[src/rtl/order_tx_framer.sv]
// order_tx_framer: gates CPU orders on the risk check, queues them in a
// small FIFO and serialises each one as a 5-byte frame
// (header, client id, amount high, amount low, checksum) on a
// valid/ready byte stream toward the exchange link.
module order_tx_framer #(
    parameter int          FIFO_DEPTH = 4,
    parameter logic [7:0]  HDR_BYTE   = 8'hA5
) (
    input  logic                          clk,
    input  logic                          HRESETn,
    input  logic                          order_go,
    input  logic [4:0]                    order_client_id,
    input  logic [15:0]                   order_amount,
    input  logic                          safe_to_trade,
    output logic [7:0]                    tx_data,
    output logic                          tx_valid,
    input  logic                          tx_ready,
    output logic                          tx_last,
    output logic [$clog2(FIFO_DEPTH):0]   fifo_count,
    output logic [15:0]                   sent_count,
    output logic [15:0]                   drop_count,
    output logic                          busy
);

    localparam int PTR_W   = $clog2(FIFO_DEPTH);
    localparam int CNT_W   = PTR_W + 1;
    localparam int ENTRY_W = 21;

    typedef enum logic [2:0] {
        S_IDLE,
        S_HDR,
        S_CID,
        S_AMT_HI,
        S_AMT_LO,
        S_CSUM
    } state_e;

    state_e               state_q, state_d;
    logic [ENTRY_W-1:0]   mem_q [FIFO_DEPTH];
    logic [PTR_W-1:0]     wr_ptr_q, rd_ptr_q;
    logic [CNT_W-1:0]     count_q, count_d;
    logic [ENTRY_W-1:0]   frame_q, frame_d;
    logic [7:0]           tx_data_q, tx_data_d;
    logic [15:0]          sent_q, drop_q;

    logic fifo_full, fifo_empty;
    logic push, pop, reject, frame_done;

    // Byte presented on the link for a given state and frame entry.
    function automatic logic [7:0] frame_byte(state_e s, logic [ENTRY_W-1:0] f);
        logic [7:0] cid, hi, lo;
        cid = {3'b000, f[20:16]};
        hi  = f[15:8];
        lo  = f[7:0];
        case (s)
            S_HDR:    frame_byte = HDR_BYTE;
            S_CID:    frame_byte = cid;
            S_AMT_HI: frame_byte = hi;
            S_AMT_LO: frame_byte = lo;
            S_CSUM:   frame_byte = cid ^ hi ^ lo;
            default:  frame_byte = 8'h00;
        endcase
    endfunction

    // Fullness is judged on the registered count, before any same-cycle pop.
    assign fifo_full  = (count_q == CNT_W'(FIFO_DEPTH));
    assign fifo_empty = (count_q == '0);
    assign push       = order_go && safe_to_trade && (order_amount != 16'h0000) && !fifo_full;
    assign reject     = order_go && !push;

    // Next-state, pop and frame-load decode for the serialiser.
    always_comb begin
        // NOTE: every signal gets a default first so no path leaves it
        // unassigned, which would otherwise infer a latch.
        state_d    = state_q;
        pop        = 1'b0;
        frame_done = 1'b0;
        case (state_q)
            S_IDLE: begin
                if (!fifo_empty) begin
                    pop     = 1'b1;
                    state_d = S_HDR;
                end
            end
            S_HDR:    if (tx_ready) state_d = S_CID;
            S_CID:    if (tx_ready) state_d = S_AMT_HI;
            S_AMT_HI: if (tx_ready) state_d = S_AMT_LO;
            S_AMT_LO: if (tx_ready) state_d = S_CSUM;
            S_CSUM: begin
                if (tx_ready) begin
                    frame_done = 1'b1;
                    if (!fifo_empty) begin
                        pop     = 1'b1;
                        state_d = S_HDR;
                    end else begin
                        state_d = S_IDLE;
                    end
                end
            end
            default: state_d = S_IDLE;
        endcase

        frame_d   = pop ? mem_q[rd_ptr_q] : frame_q;
        // Unchanged state and frame during a stall keep the byte stable.
        tx_data_d = frame_byte(state_d, frame_d);

        case ({push, pop})
            2'b10:   count_d = count_q + CNT_W'(1);
            2'b01:   count_d = count_q - CNT_W'(1);
            default: count_d = count_q;
        endcase
    end

    // Order storage; contents need no reset because the pointers and count
    // define which entries are live.
    always_ff @(posedge clk) begin
        // NOTE: the storage array is deliberately left out of reset; only
        // the control state that marks entries valid is cleared.
        if (push) mem_q[wr_ptr_q] <= {order_client_id, order_amount};
    end

    // Control state, frame register, output byte and counters.
    always_ff @(posedge clk or negedge HRESETn) begin
        if (!HRESETn) begin
            state_q   <= S_IDLE;
            wr_ptr_q  <= '0;
            rd_ptr_q  <= '0;
            count_q   <= '0;
            frame_q   <= '0;
            tx_data_q <= 8'h00;
            sent_q    <= 16'h0000;
            drop_q    <= 16'h0000;
        end else begin
            // NOTE: non-blocking assignments so every register samples the
            // pre-edge values, regardless of statement order.
            state_q   <= state_d;
            count_q   <= count_d;
            frame_q   <= frame_d;
            tx_data_q <= tx_data_d;
            if (push) wr_ptr_q <= wr_ptr_q + PTR_W'(1);
            if (pop)  rd_ptr_q <= rd_ptr_q + PTR_W'(1);
            if (frame_done && sent_q != 16'hFFFF) sent_q <= sent_q + 16'd1;
            if (reject && drop_q != 16'hFFFF)     drop_q <= drop_q + 16'd1;
        end
    end

    assign tx_data    = tx_data_q;
    assign tx_valid   = (state_q != S_IDLE);
    assign tx_last    = (state_q == S_CSUM);
    assign fifo_count = count_q;
    assign sent_count = sent_q;
    assign drop_count = drop_q;
    assign busy       = (state_q != S_IDLE) || (count_q != '0);

endmodule
[config.mk]
export PLATFORM = sky130hd
export DESIGN_NAME = order_tx_framer
export DESIGN_NICKNAME = d
export VERILOG_FILES = /design/src/rtl/order_tx_framer.sv
export SDC_FILE = /design/constraint.sdc
export NUM_CORES = 1
export LEC_CHECK = 0
export BUFFER_PORTS_ARGS = -buffer_cell sky130_fd_sc_hd__buf_2
export CORE_ASPECT_RATIO = 1.25
export CORE_MARGIN = 3
export CORE_UTILIZATION = 65
export CTS_BUF_LIST = sky130_fd_sc_hd__clkbuf_4 sky130_fd_sc_hd__clkbuf_8
export DETAILED_ROUTE_END_ITERATION = 10
export GPL_ROUTABILITY_DRIVEN = 0
export PLACE_DENSITY_LB_ADDON = 0.05
export SKIP_LAST_GASP = 1
export SLEW_MARGIN = 20
export SYNTH_ARGS = -nofsm -noshare
export SYNTH_HDL_FRONTEND = slang
export SYNTH_SLANG_ARGS = --single-unit
[constraint.sdc]
create_clock -name clk -period 4.2 [get_ports clk]
set_clock_uncertainty 0.15 [all_clocks]
set_input_delay 0.21 -clock clk [delete_from_list [all_inputs] [get_ports clk]]
set_output_delay 0.21 -clock clk [all_outputs]
set_load 0.01 [all_outputs]
# --- Yosys cells after proc, flatten, opt, wreduce, memory -nomap -nowiden ---
# Memory sizes are Yosys's and may differ from the RTL's.
# Index checks and enable logic that the tools add are counted.
word_totals:
  word_cells: 65
  ff_bits: 71
  inputBits: 26
  mem_count: 1
  mem_bits_rw: 84
memory_table:
  columns: ["memory", "depth", "word_bits", "rd", "rd_clocked_by_memory_dff", "write_ports", "line", "rtl"]
  rows:
  - ["mem_q", 4, 21, 1, 0, 1, "39", "logic [ENTRY_W-1:0] mem_q [FIFO_DEPTH];"]
op_classes:
  add_sub_neg: 6
  mux: 18
  n_eq_ne: 15
  bitwise: 2
  reduce_logical: 15
ops:
  columns: ["cell", "n"]
  rows:
  - ["one-hot mux 8 bit (5 select lines)", 1]
  - ["adder 16 x 1 -> 16 bit (second input constant)", 2]
  - ["!= test 16 bit (second input constant)", 2]
  - ["2-to-1 mux 21 bit", 1]
  - ["2-to-1 mux 3 bit", 6]
  - ["one-hot mux 3 bit (6 select lines)", 1]
  - ["nonzero test 16 bit", 1]
  - ["equality test 3 bit (second input constant)", 5]
  - ["equality test 3 x 2 -> 1 bit (second input constant)", 4]
  - ["XOR 5 x 8 -> 8 bit", 1]
  - ["XOR 8 bit", 1]
  - ["2-to-1 mux 1 bit", 7]
  - ["equality test 3 x 1 -> 1 bit (second input constant)", 2]
  - ["logical AND 1 bit", 6]
  - ["logical NOT 3 bit", 2]
  - ["one-hot mux 3 bit (2 select lines)", 1]
  - ["nonzero test 3 bit", 2]
  - ["adder 2 x 1 -> 2 bit (second input constant)", 2]
  - ["adder 3 x 1 -> 3 bit (second input constant)", 1]
  - ["subtractor 3 x 1 -> 3 bit (second input constant)", 1]
  - ["equality test 2 x 1 -> 1 bit (second input constant)", 1]
  - ["equality test 2 bit (second input constant)", 1]
  - ["logical NOT 1 bit", 2]
  - ["one-hot mux 1 bit (2 select lines)", 1]
  - ["2 further kinds", 2]

# --- Logic depth before layout (Yosys ltp) ---
# Gate-level depths: netlist of run 1.
depth:
  ltp_word: 8
  depth_mapped: 11

# --- Worst setup path after synthesis of run 1 ---
# OpenSTA, ideal clock, no wires.
synth_timing:
  path_type: "flip-flop to flip-flop"
  startpoint: "register count_q[2] (netlist: fifo_count[2])"
  endpoint: "register count_q[2] (netlist: fifo_count[2])"
  setup_time_ns: 0.079
  slack_ns: 1.606
  stages_incl_launch_ff: 11
  path_buffers: 2
  arrival_ns: 2.365
  path_cell_list: "dfrtp_1 > nor3_1 > nor4_4 > buf_6 > buf_6 > ha_1 > inv_1 > fa_1 > xor2_1 > nor2_1 > xor2_1"
synth_via:
  elab_chain_cells: 6
  elab_cells_between_ends: 13
  cone_classes: "add/sub: 2; eq/ne: 3; mux: 4; reduce/logical: 4"
synth_lines:
  columns: ["element", "line", "rtl"]
  rows:
  - ["start: declaration", "41", "logic [CNT_W-1:0] count_q, count_d;"]
  - ["start signal: assignment", "137", "count_q <= count_d;"]
  - ["logical NOT 3 bit", "67", "assign fifo_empty = (count_q == '0);"]
  - ["2-to-1 mux 1 bit", "80, 92", null]
  - ["2-to-1 mux 1 bit", "90", "if (tx_ready) begin"]
  - ["one-hot mux 1 bit (2 select lines)", "78", "case (state_q)"]
  - ["equality test 2 x 1 -> 1 bit / equality test 2 bit (equally long branches)", "107", "case ({push, pop})"]
  - ["one-hot mux 3 bit (2 select lines) / nonzero test 2 bit (equally long branches)", null, null]
# Several ways; a longest one is shown, not always the timed one.
# A chain may end at the register's enable or synchronous reset.

# --- Final worst setup path of run 1 ---
layout_timing:
  startpoint: "input order_amount[10]"
  endpoint: "register count_q[2] (netlist: fifo_count[2])"
layout_via:
  elab_chain_cells: 5
  elab_cells_between_ends: 7
  cone_classes: "eq/ne: 2; mux: 1; reduce/logical: 4"
layout_lines:
  columns: ["element", "line", "rtl"]
  rows:
  - ["start: declaration", "13", "input logic [15:0] order_amount,"]
  - ["nonzero test 16 bit (*)", "68", "assign push = order_go && safe_to_trade && (order_amount != 16'h0000) && !fifo_full;"]
  - ["logical AND 1 bit (*) (2 in series)", "68", null]
  - ["equality test 2 x 1 -> 1 bit / equality test 2 bit (equally long branches)", "107", null]
  - ["one-hot mux 3 bit (2 select lines) / nonzero test 2 bit (equally long branches)", null, null]
# Every way passes the cells marked *; elsewhere a longest branch is shown, timed or not.

==> results.tsv, run 1 <==
stage	metric	value	unit
place	IO buf count	71	
timing	Slew Viols, Final	0	
detailed_routing	vias per cell	5.74	
critical_path	CP Data Required Time	4.40	ns
clock_tree	CTS H-tree lvls	4	
detailed_routing	Total Routed Length	12900	microns
synth	Post-synth top cells	edfxtp_1 (84), dfrtp_1 (71), inv_1 (36)	
timing	Fin. Hold Viols	0	
detailed_routing	drt wl/cell	19.0	microns
die	num rows	40	
critical_path	Critical Path AT	3.08	ns
clock_tree	root buffer cell	clkbuf_8	
pwr	Pleak	3.16	nW
place	pre-CTS setup slack	1.39	ns
critical_path	Startpoint Class	primary input	
die	Die Y	118	microns
die	Core Area	9710	sq um
clock_tree	post-CTS setup buffers	0	
final_layout	# nets final	574	
hold_path	HP Class	in -> reg	
clock_tree	clock-pin slew on the worst setup and hold paths	0.08	ns
synth	cell area after synthesis	6510	sq um
pwr	Switch Pwr	0.00178	W
clock_tree	Post-CTS Resized	0	
timing	RSZ-0062 raised after global routing	no	
final_layout	Util after Layout	79.1	%
clock_tree	CTS Buffer Depth	2	
synth	number of library cell types mapped by synthesis	48	
final_layout	Synth-to-Final Area Change	18.0	%
timing	Max Clock Freq	0.347	GHz
synth	area leader, netlist	edfxtp_1	
synth	Seq cells post-synth	155	
critical_path	CP endpoint kind	flop	
timing	Final Critical Period	2.88	ns
flow_run	max_cap viols	0	
detailed_routing	Starting DRT DRC Count	292	
pwr	PwrDens	688	nW/um^2
die	full die area	11300	sq um
die	Initial Util	67.0	%
final_layout	diode count	0	
outcome	outcome	finished, final reports clean	
synth	sequential area share after synthesis	66.1	%
synth	syn nets	467	
timing	TNS Setup	0	ns
clock_tree	clock sink count	155	
synth	dominant synthesized flop cell	edfxtp_1	
die	Chip Width	95.5	microns
timing	final period utilization	68.6	%
detailed_routing	via count	3896	
detailed_routing	DRC Markers	0	
clock_tree	TritonCTS clock tree	built	
grt	vias in the first global route	4071	
pwr	power share of the clock group	24.0	%
critical_path	FF-to-FF setup slack	1.33	ns
critical_path	cell count of the worst reg-to-reg path	6	
grt	grt total ovfl	0	
grt	initial antenna violation count	0	
detailed_routing	Final ANT Viol Nets	0	
place	HPWL after DPL	8330	microns
pwr	largest vdd supply drop	0.000356	V
grt	GR Util All Layers	25.0	%
clock_tree	total CTS buffers	17	
timing	hold_ws	0.167	ns
critical_path	worst-path maximum fanout	7	
detailed_routing	TritonRoute pass-1 iters	4	
critical_path	crit path kind	in -> reg	
hold_path	worst hold stages	3	
timing	worst slew pin tran	1.01	ns
pwr	Comb power frac	34.4	%
synth	post-synth top area share	38.8	%
synth	asr flop ratio synth	45.8	%
synth	main area contributors after synthesis	edfxtp_1 (39%), dfrtp_1 (27%), mux4_2 (7.3%), xnor2_1 (3.6%), mux2i_1 (3.1%)	
timing	Setup WS post-layout	1.32	ns
final_layout	filler instances	577	
pwr	Sequential Power Share	41.7	%
synth	Yosys warnings	0	
pwr	internal power	0.00351	W
grt	largest net degree at the start of global routing	40	
timing	Slew Limit Headroom	32.7	%
synth	Post-Synthesis Cells	433	
pwr	Power Total	0.00529	W
pwr	switching share of total power	33.7	%
final_layout	fraction of layout cells with a size suffix above 1	25.9	%
clock_tree	clock latency at the later pin of the worst-skew pair	0.43	ns
grt	first-pass GRT wire length	21100	microns
timing	final setup vio count	0	
die	Ports	72	
synth	number of synthesized flops with an enable pin	84	
synth	Syn Area/Cell	15.0	sq um
synth	most numerous cell in the Yosys netlist	edfxtp_1	
## final cells by class
type	count	area [sq um]	area share (%)
clock buffers	21	264	3.44
flip-flops and latches	155	4300	56.0
repair buffers	100	628	8.18
clock inverters	11	194	2.53
multi-input cells	230	2000	26.1
inverters	36	135	1.76
well taps	126	158	2.05
## critical path, stage by stage
cell           delay (ns)
dlygate4sd3_1        0.53
buf_2                0.15
nor4_1               0.47
nand4_1              0.26
nand4_1              0.38
ha_1                 0.25
inv_1                0.06
fa_1                 0.37
xor2_1               0.15
nor2_1               0.11
xor2_1               0.15
## through the flow
step                area (sq um)  cells
floorplan                   6510    433
global placement            7000    625
detailed placement          7000    625
CTS                         7680    679
global route                7680    679
finish                      7680    679
## cells in the final DEF (no fill, tap or decap), types with 3 or more instances in the layout
cell type | synthesis | final
mux2i_1 | 20 | 20
nand3_1 | 12 | 12
and4_1 | 3 | 3
xor2_1 | 17 | 17
dlygate4sd3_1 | 0 | 22
nor4_1 | 6 | 6
dfrtp_1 | 71 | 71
nand2_1 | 19 | 19
or3_1 | 4 | 4
buf_2 | 5 | 71
a21oi_1 | 3 | 3
edfxtp_1 | 84 | 84
inv_1 | 36 | 36
ha_1 | 7 | 7
buf_4 | 0 | 7
xnor2_1 | 27 | 27
clkbuf_4 | 0 | 4
mux2_2 | 5 | 5
and2_1 | 4 | 4
nand4_1 | 13 | 13
and3_1 | 5 | 5
bufinv_16 | 0 | 5
nor2_2 | 0 | 3
clkbuf_8 | 0 | 17
o22ai_1 | 3 | 3
o211ai_1 | 5 | 5
nor2_1 | 22 | 19
mux4_2 | 21 | 21
o21ai_0 | 3 | 3
## repair_timing
action | in CTS | in global routing
hold buffers | 22 | 0
endpoints found under the setup margin | 0 | 0
hold endpoints to repair | 116 | 0
## sequential cells by signal (all words and copies together), names as in the netlist
register    flops
drop_count     16
sent_count     16
rd_ptr_q        2
frame_q        21
fifo_count      3
wr_ptr_q        2
state_q         3
mem_q          84
tx_data         8
## final timing paths
check                                          start                        end
min in group asynchronous                    HRESETn      frame_q[13]$_DFF_PN0_
min reg2reg                sent_count[9]$_DFFE_PN0P_  sent_count[9]$_DFFE_PN0P_
max                                 order_amount[10]  fifo_count[2]$_DFFE_PN0P_
max in group asynchronous                    HRESETn  fifo_count[0]$_DFFE_PN0P_
min                                    safe_to_trade    wr_ptr_q[0]$_DFFE_PN0P_
max reg2reg                  rd_ptr_q[0]$_DFFE_PN0N_       tx_data[3]$_DFF_PN0_
## kinds of logic (layout without fill, tap and decap cells)
group | Yosys count | in the layout | share of synthesized area, %
flip-flops | 155 | 155 | 66.1
AND/OR/NAND/NOR | 100 | 100 | 8.21
buffers and inverters | 48 | 168 | 3.33
multiplexers | 46 | 46 | 11.2
XOR/XNOR | 44 | 44 | 5.92
AO/OA/AOI/OAI | 32 | 32 | 3.63
adder cells (fa/ha/maj) | 8 | 8 | 1.65
## power by group through the flow
stage / registers (W) / clock network (W) / logic (W)
after floorplan: 0.00214 / 0 / 0.00142
after global placement: 0.00222 / 0 / 0.00172
after detailed placement: 0.00223 / 0 / 0.00179
after CTS: 0.00220 / 0.00129 / 0.00182
after global routing: 0.00225 / 0.00136 / 0.00200
final: 0.00220 / 0.00127 / 0.00182
## metal layers
layer  GRT usage, %  wire length, microns  vias to the layer above
met4           9.16                   265                        0
met5              0                     0                        -
met3           5.88                   759                       21
met1           32.5                  5080                     1946
li1               -                     -                     1805
met2           41.2                  6810                      124
Power figures use the tool's default switching activity.
==> run 2, diff against run 1 <==
CORE_UTILIZATION = 55   (was 65)
clock period = 2.6 ns   (was 4.2 ns; I/O delays follow)
==> results.tsv, run 2 (synthesized netlist as in run 1, its figures left out) <==
stage	metric	value	unit	change
critical_path	Startpoint Class	primary input		
timing	Max Clock Freq	0.404	GHz	
flow_run	max_cap viols	0		unchanged
detailed_routing	TritonRoute pass-1 iters	4		unchanged
timing	Final Critical Period	2.48	ns	
grt	vias in the first global route	4065		-0.15%
outcome	outcome	finished, final reports clean		
die	Chip Width	103	microns	+8.2%
clock_tree	clock-pin slew on the worst setup and hold paths	0.08	ns	about the same
timing	worst slew pin tran	0.519	ns	-0.490 ns
pwr	switching share of total power	34.9	%	+1.2 points
grt	GR Util All Layers	21.5	%	-3.6 points
critical_path	cell count of the worst reg-to-reg path	7		+1
timing	TNS Setup	0	ns	unchanged
grt	first-pass GRT wire length	21100	microns	-0.39%
die	Ports	72		unchanged
timing	final setup vio count	0		unchanged
pwr	Comb power frac	39.7	%	+5.3 points
die	num rows	43		+7.5%
timing	Fin. Hold Viols	0		unchanged
die	Die Y	128	microns	+8.3%
pwr	Sequential Power Share	41.0	%	-0.7 points
clock_tree	clock sink count	155		unchanged
critical_path	worst reg2reg startpoint	fifo_count[2]$_DFFE_PN0P_		
die	Core Area	11400	sq um	+17%
detailed_routing	via count	3919		+0.59%
clock_tree	CTS H-tree lvls	4		unchanged
critical_path	worst-path maximum fanout	5		-2
die	Initial Util	57.3	%	-9.7 points
detailed_routing	Final ANT Viol Nets	0		unchanged
die	full die area	13200	sq um	+17%
detailed_routing	Total Routed Length	13000	microns	+0.23%
final_layout	fraction of layout cells with a size suffix above 1	27.7	%	+1.8 points
place	HPWL after DPL	8570	microns	+3.0%
critical_path	CP endpoint kind	flop		
final_layout	Top reg by flops	mem_q		
detailed_routing	drt wl/cell	17.9	microns	-6.0%
critical_path	worst reg2reg endpoint	tx_data[2]$_DFF_PN0_		
pwr	internal power	0.00541	W	+54%
final_layout	commonest non-fill, non-tap cells in the layout	edfxtp_1 (84), dfrtp_1 (71), buf_2 (71)		
final_layout	commonest non-fill, non-tap cell in the layout	edfxtp_1		
clock_tree	total CTS buffers	17		unchanged
timing	Slew Limit Headroom	65.4	%	+33 points
timing	RSZ-0062 raised after global routing	no		
final_layout	biggest regs	mem_q x84, frame_q x21		
clock_tree	TritonCTS clock tree	built		
final_layout	filler instances	833		+44%
final_layout	diode count	0		unchanged
timing	Slew Viols, Final	0		unchanged
pwr	power share of the clock group	19.3	%	-4.7 points
critical_path	Critical Path AT	2.69	ns	-0.39 ns
critical_path	FF-to-FF setup slack	0.14	ns	-1.19 ns
clock_tree	CTS Buffer Depth	2		unchanged
grt	largest net degree at the start of global routing	29		-28%
final_layout	max reg flops	84		unchanged
critical_path	CP Data Required Time	2.82	ns	-1.58 ns
detailed_routing	vias per cell	5.41		-5.7%
detailed_routing	DRC Markers	0		unchanged
hold_path	HP Class	in -> async		
pwr	largest vdd supply drop	0.000553	V	+55%
final_layout	# nets final	588		+2.4%
timing	hold_ws	0.0340	ns	-0.133 ns
timing	final period utilization	95.2	%	
place	IO buf count	71		unchanged
critical_path	crit path kind	in -> reg		
final_layout	Synth-to-Final Area Change	19.2	%	
pwr	Switch Pwr	0.00290	W	+63%
grt	grt total ovfl	0		unchanged
detailed_routing	Starting DRT DRC Count	173		-41%
grt	initial antenna violation count	0		unchanged
clock_tree	clock latency at the later pin of the worst-skew pair	0.44	ns	about the same
pwr	PwrDens	1070	nW/um^2	+55%
pwr	Pleak	3.18	nW	+0.79%
clock_tree	root buffer cell	clkbuf_8		
[run 2: worst max path at each step]
stage	slack, ns	endpoint	from	depth (start not counted)
after floorplan	0.006	fifo_count[2]$_DFFE_PN0P_	fifo_count[2]$_DFFE_PN0P_	10
after global placement	0.21	fifo_count[2]$_DFFE_PN0P_	order_amount[10]	10
after detailed placement	0.17	fifo_count[2]$_DFFE_PN0P_	order_amount[10]	10
after CTS	0.1	fifo_count[2]$_DFFE_PN0P_	order_amount[10]	11
after global routing	0.0005	fifo_count[2]$_DFFE_PN0P_	order_amount[1]	12
final	0.12	fifo_count[2]$_DFFE_PN0P_	order_amount[1]	12
[run 2: cell type report]
class | count | area, sq um | share of cell area (%)
sequential | 155 | 4300 | 55.4
multi-input combinational | 230 | 2020 | 26.0
timing repair buffer | 114 | 771 | 9.93
clock buffer | 21 | 264 | 3.40
tap | 157 | 196 | 2.53
inverter | 36 | 135 | 1.74
clock inverter | 11 | 78.8 | 1.02
[run 2: timing repair]
| item | in CTS | in global routing |
|---|---|---|
| hold endpoints to repair | 130 | 0 |
| buffers inserted | 0 | 0 |
| gates resized for setup | 0 | 3 |
| setup endpoints to repair | 0 | 4 |
| hold buffers | 22 | 0 |
[run 2: critical path, stage by stage]
cell	delay (ns)
dlygate4sd3_1	0.53
buf_2	0.15
nor4_1	0.38
buf_4	0.17
nand4_1	0.11
nand4_1	0.19
ha_1	0.19
inv_1	0.05
fa_1	0.37
xor2_1	0.15
nor2_1	0.11
xor2_1	0.16
[run 2: metal layers]
layer,vias to the layer above,track usage [%],wire [microns]
met5,-,0,0
met4,0,8.84,277
met3,20,4.21,396
met2,75,34.4,6640
met1,1992,28.8,5630
li1,1832,-,-
[run 2: metrics by stage]
step | std cells | utilization (%) | area [sq um] | setup slack [ns] | power (W)
finish | 724 | 68.4 | 7760 | 0.124 | 0.00831
global route | 724 | 68.4 | 7760 | 0.000466 | 0.00885
CTS | 724 | 68.2 | 7750 | 0.0974 | 0.00837
detailed placement | 670 | 63.3 | 7180 | 0.168 | 0.00673
global placement | 670 | 63.3 | 7180 | 0.207 | 0.00661
floorplan | 433 | - | 6510 | 0.00572 | 0.00576
[run 2: power by group through the flow]
stage	clock, W	sequential (W)	combinational [W]
6_report	0.00160	0.00340	0.00330
5_1_grt	0.00175	0.00346	0.00363
4_1_cts	0.00164	0.00340	0.00333
3_5_place_dp	0	0.00345	0.00328
3_3_place_gp	0	0.00343	0.00318
2_1_floorplan	0	0.00346	0.00230
==> run 3, diff against run 2 <==
ABC_AREA = 1   (was unset)
==> results.tsv, run 3 <==
stage	metric	value	unit	change
die	full die area	14600	sq um	+10%
critical_path	Startpoint Class	primary input		
detailed_routing	Total Routed Length	15400	microns	+19%
detailed_routing	Final ANT Viol Nets	0		unchanged
clock_tree	clock latency at the later pin of the worst-skew pair	0.45	ns	about the same
grt	first-pass GRT wire length	25300	microns	+20%
clock_tree	CTS H-tree lvls	4		unchanged
synth	Post-Synthesis Cells	773		+79%
synth	number of library cell types mapped by synthesis	35		-27%
synth	post-synth top area share	34.9	%	-3.9 points
synth	cell area after synthesis	7230	sq um	+11%
final_layout	fraction of layout cells with a size suffix above 1	16.8	%	-11 points
synth	syn nets	807		+73%
clock_tree	clock sink count	155		unchanged
pwr	PwrDens	1140	nW/um^2	+6.9%
synth	number of synthesized flops with an enable pin	84		unchanged
synth	Syn Area/Cell	9.35	sq um	-38%
final_layout	# nets final	910		+55%
final_layout	diode count	0		unchanged
clock_tree	total CTS buffers	17		unchanged
outcome	outcome	finished, final reports clean		
grt	GR Util All Layers	22.4	%	+0.90 points
die	Ports	72		unchanged
detailed_routing	vias per cell	5.21		-3.7%
detailed_routing	TritonRoute pass-1 iters	4		unchanged
critical_path	Critical Path AT	2.50	ns	-0.19 ns
die	num rows	46		+7.0%
synth	sequential area share after synthesis	59.5	%	-6.6 points
pwr	largest vdd supply drop	0.000671	V	+21%
grt	initial antenna violation count	0		unchanged
clock_tree	root buffer cell	clkbuf_8		
synth	main area contributors after synthesis	edfxtp_1 (35%), dfrtp_1 (25%), nand2_1 (10%), nor2_1 (5.3%), o21ai_0 (4.3%)		
timing	Slew Limit Headroom	38.7	%	-27 points
detailed_routing	drt wl/cell	14.5	microns	-19%
timing	Slew Viols, Final	0		unchanged
synth	asr flop ratio synth	45.8	%	unchanged
place	Area after DPL	7760	sq um	+8.1%
timing	TNS Setup	0	ns	unchanged
final_layout	fin area	8480	sq um	+9.2%
timing	worst slew pin tran	0.919	ns	+0.400 ns
timing	Max Clock Freq	0.430	GHz	+6.6%
synth	most numerous cell in the Yosys netlist	nand2_1		
critical_path	cell count of the worst reg-to-reg path	9		+2
grt	vias in the first global route	5128		+26%
final_layout	max reg flops	84		unchanged
synth	Post-synth top cells	nand2_1 (192), nor2_1 (102), edfxtp_1 (84)		
critical_path	crit path kind	in -> reg		
pwr	Pleak	3.74	nW	+17%
critical_path	FF-to-FF setup slack	0.38	ns	+0.24 ns
timing	Fin. Hold Viols	0		unchanged
critical_path	CP endpoint kind	flop		
clock_tree	CTS Buffer Depth	2		unchanged
timing	RSZ-0062 raised after global routing	no		
final_layout	biggest regs	mem_q x84, frame_q x21		
synth	Yosys warnings	0		unchanged
detailed_routing	Starting DRT DRC Count	341		+97%
critical_path	CP Data Required Time	2.78	ns	-0.04 ns
critical_path	worst-path maximum fanout	5		unchanged
clock_tree	Post-CTS Resized	0		unchanged
flow_run	max_cap viols	0		unchanged
timing	Final Critical Period	2.32	ns	-0.153 ns
place	IO buf count	71		unchanged
final_layout	Util after Layout	66.3	%	-2.0 points
grt	grt total ovfl	0		unchanged
hold_path	HP Class	in -> async		
synth	area leader, netlist	edfxtp_1		
detailed_routing	DRC Markers	0		unchanged
detailed_routing	via count	5509		+41%
timing	final setup vio count	0		unchanged
die	Initial Util	56.6	%	-0.74 points
grt	largest net degree at the start of global routing	72		+150%
synth	Seq cells post-synth	155		unchanged
die	Die Y	134	microns	+5.1%
clock_tree	clock-pin slew on the worst setup and hold paths	0.08	ns	about the same
clock_tree	TritonCTS clock tree	built		
die	Chip Width	109	microns	+5.1%
final_layout	Synth-to-Final Area Change	17.2	%	
place	HPWL after DPL	10200	microns	+19%
final_layout	commonest non-fill, non-tap cells in the layout	nand2_1 (192), nor2_1 (98), edfxtp_1 (84)		
final_layout	Top reg by flops	mem_q		
final_layout	commonest non-fill, non-tap cell in the layout	nand2_1		
synth	dominant synthesized flop cell	edfxtp_1		
final_layout	filler instances	1058		+27%
timing	final period utilization	89.4	%	-5.9 points
die	Core Area	12800	sq um	+13%
-- run 3: changes by cell type in the layout (fill, tap and decap cells not counted), moves of 7 or more --
cell,change
inv_1,+36
mux4_2,-21
xnor2_1,-14
o21ai_0,+59
mux2i_1,-19
nor2_1,+80
inv_2,+10
nor3_1,+13
a21oi_1,+7
nand3_1,+25
o21ai_1,+12
nand2_1,+173
-- run 3: layout make-up --
type	instances	area, sq um	area share, %
multi-input combinational	512	2490	29.4
clock inverter	11	189	2.23
sequential	155	4300	50.7
clock buffer	21	283	3.34
timing repair buffer	108	696	8.21
inverter	82	308	3.63
tap	168	210	2.48
-- run 3: per-stage QoR --
| stage | hold WS [ns] | setup slack [ns] | power [W] | instances |
|---|---|---|---|---|
| 2_1_floorplan | -0.316 | 0.239 | 0.00654 | 773 |
| 5_1_grt | 0.192 | 0.205 | 0.0105 | 1057 |
| 4_1_cts | 0.154 | 0.308 | 0.00977 | 1057 |
| 6_report | 0.166 | 0.277 | 0.00970 | 1057 |
| 3_5_place_dp | 0.175 | 0.417 | 0.00761 | 1001 |
| 3_3_place_gp | 0.158 | 0.434 | 0.00745 | 1001 |
-- run 3: logic make-up after synthesis --
| logic type | Yosys count | synth area share, % |
|---|---|---|
| adder cells (fa/ha/maj) | 8 | 1.49 |
| AO/OA/AOI/OAI | 94 | 6.92 |
| buffers and inverters | 106 | 6.21 |
| flip-flops | 155 | 59.5 |
| AND/OR/NAND/NOR | 377 | 21.9 |
| XOR/XNOR | 33 | 4.00 |
-- run 3: final timing paths --
| path | from | end |
|---|---|---|
| worst max register to register | fifo_count[1]$_DFFE_PN0P_ | fifo_count[2]$_DFFE_PN0P_ |
| max in group asynchronous | HRESETn | drop_count[0]$_DFFE_PN0P_ |
| worst min-delay path | HRESETn | frame_q[16]$_DFF_PN0_ |
| min in group clk | safe_to_trade | fifo_count[0]$_DFFE_PN0P_ |
| worst min register to register | frame_q[14]$_DFF_PN0_ | frame_q[14]$_DFF_PN0_ |
| worst max-delay path | order_amount[15] | fifo_count[2]$_DFFE_PN0P_ |
-- run 3: power by group --
| group | switching, W | internal, W | leakage, nW | total, W |
|---|---|---|---|---|
| combinational | 0.00275 | 0.00135 | 1.86 | 0.00411 |
| sequential | 0.000329 | 0.00317 | 1.64 | 0.00350 |
| clock | 0.000860 | 0.00123 | 0.236 | 0.00209 |
| total | 0.00394 | 0.00576 | 3.74 | 0.00970 |
-- run 3: critical path: stages --
cell	delay [ns]
dlygate4sd3_1	0.56
buf_2	0.16
nor2_1	0.23
nand2_1	0.09
nor2_1	0.13
nand2_1	0.11
nand2_1	0.10
ha_1	0.14
inv_1	0.06
fa_1	0.39
a21oi_1	0.15
o21ai_0	0.11
xor2_1	0.15
-- run 3: routing by layer --
| metal | global-route usage (%) | wire (microns) |
|---|---|---|
| met1 | 31.6 | 6840 |
| met4 | 7.23 | 236 |
| met5 | 0 | 0 |
| met3 | 3.71 | 718 |
| met2 | 35.6 | 7560 |
-- run 3: what timing repair did --
item                       in CTS  in global routing
setup endpoints to repair       0                  0
setup buffers                   0                  0
hold endpoints to repair      159                  0
hold buffers                   24                  0
